## src/rtl/mem_pkg.sv

```systemverilog
// ---------------------------------------------------------------------
// mem_pkg : shared types and helpers for the main-memory responder
// Rev 1.0 : initial release
// ---------------------------------------------------------------------
`default_nettype none

package mem_pkg;

  typedef enum logic [1:0] {
    IDLE     = 2'd0,
    RD_WAIT  = 2'd1,
    RD_BURST = 2'd2,
    WR_WAIT  = 2'd3
  } state_t;

  localparam logic MRW_READ  = 1'b1;
  localparam logic MRW_WRITE = 1'b0;

  // Bits needed to hold a latency count in the range 0..max_lat.
  function automatic int lat_cnt_width(input int max_lat);
    return (max_lat < 2) ? 1 : $clog2(max_lat + 1);
  endfunction

endpackage

`default_nettype wire

```

## src/rtl/mem_array.sv

```systemverilog
// ---------------------------------------------------------------------
// mem_array : single-port synchronous RAM with registered read port
// Rev 1.0 : initial release
// ---------------------------------------------------------------------
`default_nettype none

module mem_array #(
  parameter int ADDR_W = 8,
  parameter int DATA_W = 8
) (
  input  logic              clk,
  input  logic              reset,
  input  logic              i_we,
  input  logic              i_re,
  input  logic [ADDR_W-1:0] i_addr,
  input  logic [DATA_W-1:0] i_wdata,
  output logic [DATA_W-1:0] o_rdata
);

  logic [DATA_W-1:0] r_mem [2**ADDR_W];
  logic [DATA_W-1:0] r_q;

  // The array itself is never reset; a write presented with reset is dropped.
  always_ff @(posedge clk) begin
    if (i_we && !reset) begin
      r_mem[i_addr] <= i_wdata;
    end
  end

  always_ff @(posedge clk) begin
    if (reset) begin
      r_q <= '0;
    end else if (i_re) begin
      r_q <= r_mem[i_addr];
    end
  end

  assign o_rdata = r_q;

endmodule

`default_nettype wire

```

## src/rtl/main_mem_responder.sv

```systemverilog
// ---------------------------------------------------------------------
// main_mem_responder : fixed-latency main memory answering cache line
//   reads with a word burst and committing single-word writes.
//   Define MEM_STATS_EN to enable the RdCount/WrCount statistics.
// Rev 1.0 : initial release
// ---------------------------------------------------------------------
`default_nettype none

module main_mem_responder
  import mem_pkg::*;
#(
  parameter int ADDR_W     = 8,
  parameter int DATA_W     = 8,
  parameter int LINE_WORDS = 4,
  parameter int RD_LAT     = 3,
  parameter int WR_LAT     = 3
) (
  input  logic              clk,
  input  logic              reset,
  input  logic              MStrobe,
  input  logic              MRW,
  input  logic [ADDR_W-1:0] MAddr,
  input  logic [DATA_W-1:0] MDataIn,
  output logic [DATA_W-1:0] MDataOut,
  output logic              MDataVld,
  output logic              MRdy,
  output logic              MBusy,
  output logic [15:0]       RdCount,
  output logic [15:0]       WrCount
);

  localparam int OFF_W   = $clog2(LINE_WORDS);
  localparam int LAT_MAX = (RD_LAT > WR_LAT) ? RD_LAT : WR_LAT;
  localparam int LAT_W   = lat_cnt_width(LAT_MAX);

  state_t            r_state, w_next;
  logic [LAT_W-1:0]  r_lat, w_lat_next;
  logic [OFF_W-1:0]  r_off, w_off_next, w_off_inc;
  logic [ADDR_W-1:0] r_addr, w_ram_addr;
  logic [DATA_W-1:0] r_wdata;
  logic              r_vld, r_rdy, r_busy;
  logic              w_vld_next, w_rdy_next, w_we, w_re, w_accept, w_lat_one;

  assign w_lat_one = (r_lat == LAT_W'(1));
  assign w_off_inc = r_off + OFF_W'(1);

  // The RAM read is issued one cycle ahead of each word appearing on MDataOut,
  // and the MRdy cycle is already IDLE so a new strobe can land on its edge.
  always_comb begin
    w_next     = r_state;
    w_lat_next = r_lat;
    w_off_next = r_off;
    w_vld_next = 1'b0;
    w_rdy_next = 1'b0;
    w_we       = 1'b0;
    w_re       = 1'b0;
    w_accept   = 1'b0;
    w_ram_addr = r_addr;
    case (r_state)
      IDLE: begin
        if (MStrobe) begin
          w_accept = 1'b1;
          case (MRW)
            MRW_READ: begin
              w_next     = RD_WAIT;
              w_lat_next = LAT_W'(RD_LAT);
            end
            MRW_WRITE: begin
              w_next     = WR_WAIT;
              w_lat_next = LAT_W'(WR_LAT);
            end
            default: ;
          endcase
        end
      end
      RD_WAIT: begin
        w_lat_next = r_lat - LAT_W'(1);
        if (w_lat_one) begin
          w_next     = RD_BURST;
          w_off_next = '0;
          w_vld_next = 1'b1;
          w_re       = 1'b1;
          w_ram_addr = {r_addr[ADDR_W-1:OFF_W], OFF_W'(0)};
        end
      end
      RD_BURST: begin
        w_vld_next = 1'b1;
        w_re       = 1'b1;
        w_ram_addr = {r_addr[ADDR_W-1:OFF_W], w_off_inc};
        w_off_next = w_off_inc;
        if (r_off == OFF_W'(LINE_WORDS - 2)) begin
          w_next     = IDLE;
          w_rdy_next = 1'b1;
        end
      end
      WR_WAIT: begin
        w_lat_next = r_lat - LAT_W'(1);
        if (w_lat_one) begin
          w_next     = IDLE;
          w_we       = 1'b1;
          w_rdy_next = 1'b1;
        end
      end
      default: w_next = IDLE;
    endcase
  end

  always_ff @(posedge clk) begin
    if (reset) begin
      r_state <= IDLE;
      r_lat   <= '0;
      r_off   <= '0;
      r_vld   <= 1'b0;
      r_rdy   <= 1'b0;
      r_busy  <= 1'b0;
    end else begin
      r_state <= w_next;
      r_lat   <= w_lat_next;
      r_off   <= w_off_next;
      r_vld   <= w_vld_next;
      r_rdy   <= w_rdy_next;
      r_busy  <= (w_next != IDLE);
    end
  end

  always_ff @(posedge clk) begin
    if (w_accept) begin
      r_addr  <= MAddr;
      r_wdata <= MDataIn;
    end
  end

  mem_array #(
    .ADDR_W (ADDR_W),
    .DATA_W (DATA_W)
  ) u_mem_array (
    .clk     (clk),
    .reset   (reset),
    .i_we    (w_we),
    .i_re    (w_re),
    .i_addr  (w_ram_addr),
    .i_wdata (r_wdata),
    .o_rdata (MDataOut)
  );

  assign MDataVld = r_vld;
  assign MRdy     = r_rdy;
  assign MBusy    = r_busy;

`ifdef MEM_STATS_EN
  logic [15:0] r_rd_cnt, r_wr_cnt;

  // Counts step on the edge that raises MRdy, so they are current in that cycle.
  always_ff @(posedge clk) begin
    if (reset) begin
      r_rd_cnt <= '0;
      r_wr_cnt <= '0;
    end else if (w_rdy_next) begin
      if (r_state == RD_BURST && r_rd_cnt != 16'hFFFF) r_rd_cnt <= r_rd_cnt + 16'd1;
      if (r_state == WR_WAIT && r_wr_cnt != 16'hFFFF) r_wr_cnt <= r_wr_cnt + 16'd1;
    end
  end

  assign RdCount = r_rd_cnt;
  assign WrCount = r_wr_cnt;
`else
  assign RdCount = '0;
  assign WrCount = '0;
`endif

endmodule

`default_nettype wire

```

## config.mk

```make
export PLATFORM = sky130hd
export DESIGN_NAME = main_mem_responder
export DESIGN_NICKNAME = d
export VERILOG_FILES = /design/src/rtl/mem_pkg.sv /design/src/rtl/mem_array.sv /design/src/rtl/main_mem_responder.sv
export SDC_FILE = /design/constraint.sdc
export NUM_CORES = 2
export LEC_CHECK = 0
export BUFFER_PORTS_ARGS = -buffer_cell sky130_fd_sc_hd__buf_2
export CORE_MARGIN = 3
export CORE_UTILIZATION = 55
export CTS_CLUSTER_SIZE = 20
export DETAILED_ROUTE_END_ITERATION = 16
export PLACE_DENSITY = 0.8
export SLEW_MARGIN = 20
export SYNTH_ARGS = -nofsm -noshare
export SYNTH_HDL_FRONTEND = slang
export SYNTH_SLANG_ARGS = --single-unit
```

## constraint.sdc

```tcl
create_clock -name clk -period 5.2 [get_ports clk]
set_input_delay 0.78 -clock clk [delete_from_list [all_inputs] [get_ports clk]]
set_output_delay 0.78 -clock clk [all_outputs]
set_load 0.01 [all_outputs]
```

# After elaboration in Yosys (flattened, before gate mapping)
# Memories as Yosys holds them, arrays and structs flattened. A register that Yosys moved wholly into a read port is not among the register bits.
# Cells that the tools add are included.
# op_classes
bitwise_logic,1
multipliers,0
n_lt_le_gt_ge,0
div_mod_pow,0
reduce_logical,9
shifts,0
addsub,2
muxes,21
n_eq_ne,7
# op_table
cell,n
2-bit case mux with 2 select lines,4
2-bit two-way mux,7
2-bit case mux with 4 select lines,1
1-bit two-way mux,7
"2-bit equality test, second input constant",3
2-bit nonzero test,3
"2-bit by 1-bit equality test with 1-bit output, second input constant",2
"2-bit inequality test, second input constant",2
1-bit case mux with 2 select lines,2
2-bit AND reduction,2
"2-bit by 1-bit adder with 2-bit output, second input constant",1
2-bit zero test,1
2-bit OR reduction,1
"2-bit by 1-bit subtractor with 2-bit output, second input constant",1
1-bit logical AND,1
1-bit zero test,1
1-bit NOT,1
# totals
memories,1
ram_bits,2048
inputBits,20
out_inout_bits,43
wordCells,49
latchBits,0
register_bits,25
rom_bits,0
# memory_table
name,words,word_bits,rd,rd_ports_with_merged_regs,write_ports,line_no,text
u_mem_array.r_mem,256,8,1,1,1,mem_array.sv:20,logic [DATA_W-1:0] r_mem [2**ADDR_W];

# Longest topological paths before layout
# logic_depth
ltp_word,6
mapped_depth,17
depth_no_buf,11

# Hierarchy
# A second synthesis with hierarchy kept.
# unflattened
hier_cells,4021
hier_area_um2,81992.4
# by_module_without_submodules
module,area_each_um2,seq_area_each_um2,cells_per_inst,instances
mem_array,80756.2,61659.1,3909,1
main_mem_responder,1236.2,660.6,112,1

# Least setup slack after synthesis
# OpenSTA, ideal clock, no wires.
# synth_path
path_type,register -> register
from,reg r_wdata[0]
to,mem u_mem_array.r_mem[0][0] (data pin)
t_arrival_ns,3.228
path_buffers,0
setup_time_ns,0.817
t_required_ns,4.383
slack_ns,1.154
path_stages_with_launch,1
period_less_slack_ns,4.046
path_cell_list,edfxtp_1
# synth_lines
item,line_no,text
"start, declared",main_mem_responder.sv:40,logic [DATA_W-1:0] r_wdata;
"start signal, assigned",main_mem_responder.sv:129,r_wdata <= MDataIn;
"end, declared",mem_array.sv:20,
# No word-level cell before the write port.

# Worst setup path after layout
# layout_path
from,reg r_state[1]
to,reg u_mem_array.r_q[0] (netlist: u_mem_array.o_rdata[0]) (read register of u_mem_array.r_mem)
# layout_between
elab_chain_len,2
elab_cells_between_ends,4
cone_classes,2 x eq/ne; 2 x mux
# layout_lines
item,line_no,text
"start, declared",main_mem_responder.sv:36,"state_t r_state, w_next;"
"start signal, assigned",main_mem_responder.sv:117,r_state <= w_next;
2-bit equality test or 2-bit by 1-bit equality test with 1-bit output (tied branches),main_mem_responder.sv:59,case (r_state)
2-bit case mux with 2 select lines or 1-bit case mux with 2 select lines (tied branches),main_mem_responder.sv:59,
"end, declared",mem_array.sv:21,logic [DATA_W-1:0] r_q;
# Several ways; a longest one is shown, not always the timed one.
# A chain may end at the register's enable or synchronous reset.

==> results.txt <==
Crit. End Element = flip-flop
HP Start = MDataIn[5]
fraction of registers with async set/reset = 0%
CP Cell Sequence = inv_1, ha_1, nand2_1, or2_1, nand2_8, buf_12, buf_12, buf_4, mux2i_1, o22ai_1, nor4_1, o22ai_1, o41ai_2, buf_4, a41oi_1
Slew Limit Fails = 0
Post-synth EDFFs = 2064
CP max stage delay = 730 ps
gpl congestion = 0.899
Final setup violation count = 0
WP data required = 5880 ps
Post-Route WL = 206000 µm
Final Skew = 31.1 ps
top post-synthesis cells by area = edfxtp_1 77%, mux2i_1 9.7%, o22ai_1 3.1%, nand2_1 1.6%, nor2_1 1.4%
chip width = 390 µm
min cycle time layout = 4980 ps
Commonest cells post-synth = 2064 x edfxtp_1, 784 x mux2i_1, 400 x o22ai_1
Skew-Pair Late Insertion Delay = 830 ps
# rows = 140
initial core utilization = 55.5%
global-route wire length before repair = 301000 µm
Routed Antenna Nets = 0
drt pass-1 iters = 6
Yosys cell types = 54
FF+latch count, synth = 2081
area of the mapped netlist = 81000 µm²
maximum root-to-sink buffer count = 3
Setup TNS = 0 ps
CTS clk-pin slew, worst paths = 60 ps
Pwr per Cell Area = 405 nW/µm²
Slowest-stage cell, CP = nor4_1
reg2reg start = r_state[1]
DP Wirelength = 123000 µm
Final Hold Violating Endpoints = 0
reg2reg end = u_mem_array.o_rdata[0]
# clock sinks = 2081
overall routing resource usage = 26.9%
layout cell share with drive strength beyond 1 = 13.3%
Seq. cell area = 62300 µm²
DRC violations left = 0
Max Clock Freq = 201 MHz
FILL cells = 9714
core area = 146000 µm²
Vias = 46500
I/O pins = 63
initial drt markers = 7203
CP startpoint = r_state[1]
Tightest Hold Check Type = in -> reg
total die area = 152000 µm²
critical path arrival = 5660 ps
Root Buffer = clkbuf_16
Max Cap Violations = 0
Leak = 30.3 nW
DR vias/cell = 6.51
Nets = 5095
Worst setup SP type = flip-flop
H-Tree Depth = 4
Worst slew margin = 14.3%
Hold Path Sink = r_wdata[5]
initial antenna violation count = 8
top-count cell post-synth = edfxtp_1
synthesis-to-finish area growth = 12.2%
PortBufs = 30
Synth Area per Inst = 16.9 µm²
sequential area share after synthesis = 77.0%
DIE HEIGHT = 390 µm
WS Path Type = reg -> reg
Synth top area share = 76.5%
post-CTS setup buffers = 0
Yosys warnings = 0
top_reg_cell synth = edfxtp_1
final worst-path cycle share = 95.8%
CP max FO = 33
global route total overflow = 0
number of global-route vias before repair = 45300
largest net degree at the start of global routing = 167
unrepaired setup endpoints after global routing = no
Peak supply drop = 0.347 mV
CTS tree = built
outcome = completed
cells on worst reg2reg path = 15
total power = 36.8 mW
leading area contributor after synthesis = edfxtp_1
multi-input logic area = 17200 µm²
Worst R2R Setup Slack = 220 ps
total CTS buffers = 195
Slew @ Worst Pin = 1280 ps
Synth Instances = 4785
Wirelength per Cell = 28.9 µm
Cells on Worst Hold Path = 1
## layout make-up
cell class | count | area share, %
tap | 1917 | 2.64
multi-input combinational | 2416 | 18.9
inverter | 9 | 0.0372
sequential | 2081 | 68.6
clock buffer | 254 | 5.68
antenna | 1 | 0.00275
clock inverter | 100 | 0.808
timing repair buffer | 366 | 3.34
## logic make-up (layout without fill, tap and decap cells)
group	Yosys count	count (layout)	share of synthesized area (%)
compound gates	619	619	4.93
fa+ha+maj	6	6	0.0927
buf+inv	319	729	2.10
flops	2081	2081	77.0
mux	826	826	10.9
other cells	1	33	0.00463
simple gates	933	933	5.05
## registers in the layout, indices dropped and copies added, names as in the netlist, 2 cells and up
signal	count
r_wdata	8
r_off	2
u_mem_array.o_rdata	8
u_mem_array.r_mem	2048
r_state	2
r_addr	8
r_lat	2
## routing by layer
metal | part of all wire (%) | up-vias | track usage (%)
li1 | - | 19400 | -
met1 | 37 | 23200 | 36.6
met2 | 46 | 3295 | 41.3
met3 | 12 | 601 | 6.48
met4 | 5.2 | 10 | 12.7
met5 | 0.030 | - | 0
## how the worst max path moves through the flow
stage               slack (ps)                      end  cells past startpoint
floorplan                 1150  u_mem_array.r_mem[0][0]                      0
finish                     220   u_mem_array.o_rdata[0]                     15
global route               150   u_mem_array.o_rdata[0]                     15
CTS                        170   u_mem_array.o_rdata[2]                     15
global placement           -40   u_mem_array.o_rdata[0]                     15
detailed placement         -70   u_mem_array.o_rdata[0]                     15
## where the power goes
group          total, mW  internal [mW]  switching, mW
registers           18.7           18.7         0.0348
logic               4.68           1.54           3.15
clock network       13.4           7.35           6.03
total               36.8           27.6           9.21
## layout by cell type (no fill, tap or decap), types with 36 or more instances in the layout
cell type / count
a21oi_1: 36
a31oi_1: 68
buf_4: 307
clkbuf_1: 56
clkbuf_16: 198
clkinv_1: 51
edfxtp_1: 2064
mux2i_1: 784
mux4_2: 42
nand2_1: 345
nand3_1: 114
nor2_1: 299
nor4_1: 72
o22ai_1: 400
## metrics by stage
step                      instances  setup slack [ps]  instance area (µm²)  utilization (%)  hold slack (ps)
after floorplan                4816              1150                81100                -              444
after global placement         6789             -37.4                85000             58.2              456
after detailed placement       6789             -67.1                85000             58.2              474
after CTS                      7143               175                90900             62.3             79.7
after global routing           7143               149                90900             62.3             96.9
final                          7144               218                90900             62.3              131
## repair_timing
action	in CTS	in global routing
hold buffers	0	0
gates resized for setup	1	1
endpoints found under the setup margin	1	1
gates cloned	0	0
## worst max-delay path: cells and delay by family, from the launching register on
family	cells	cell delay, ps
AO/OA/AOI/OAI	4	1180
adder cells (fa/ha/maj)	1	390
buffers and inverters	5	1160
flip-flops	1	390
multiplexers	1	240
AND/OR/NAND/NOR	4	1440
(Power assumes the default switching activity.)
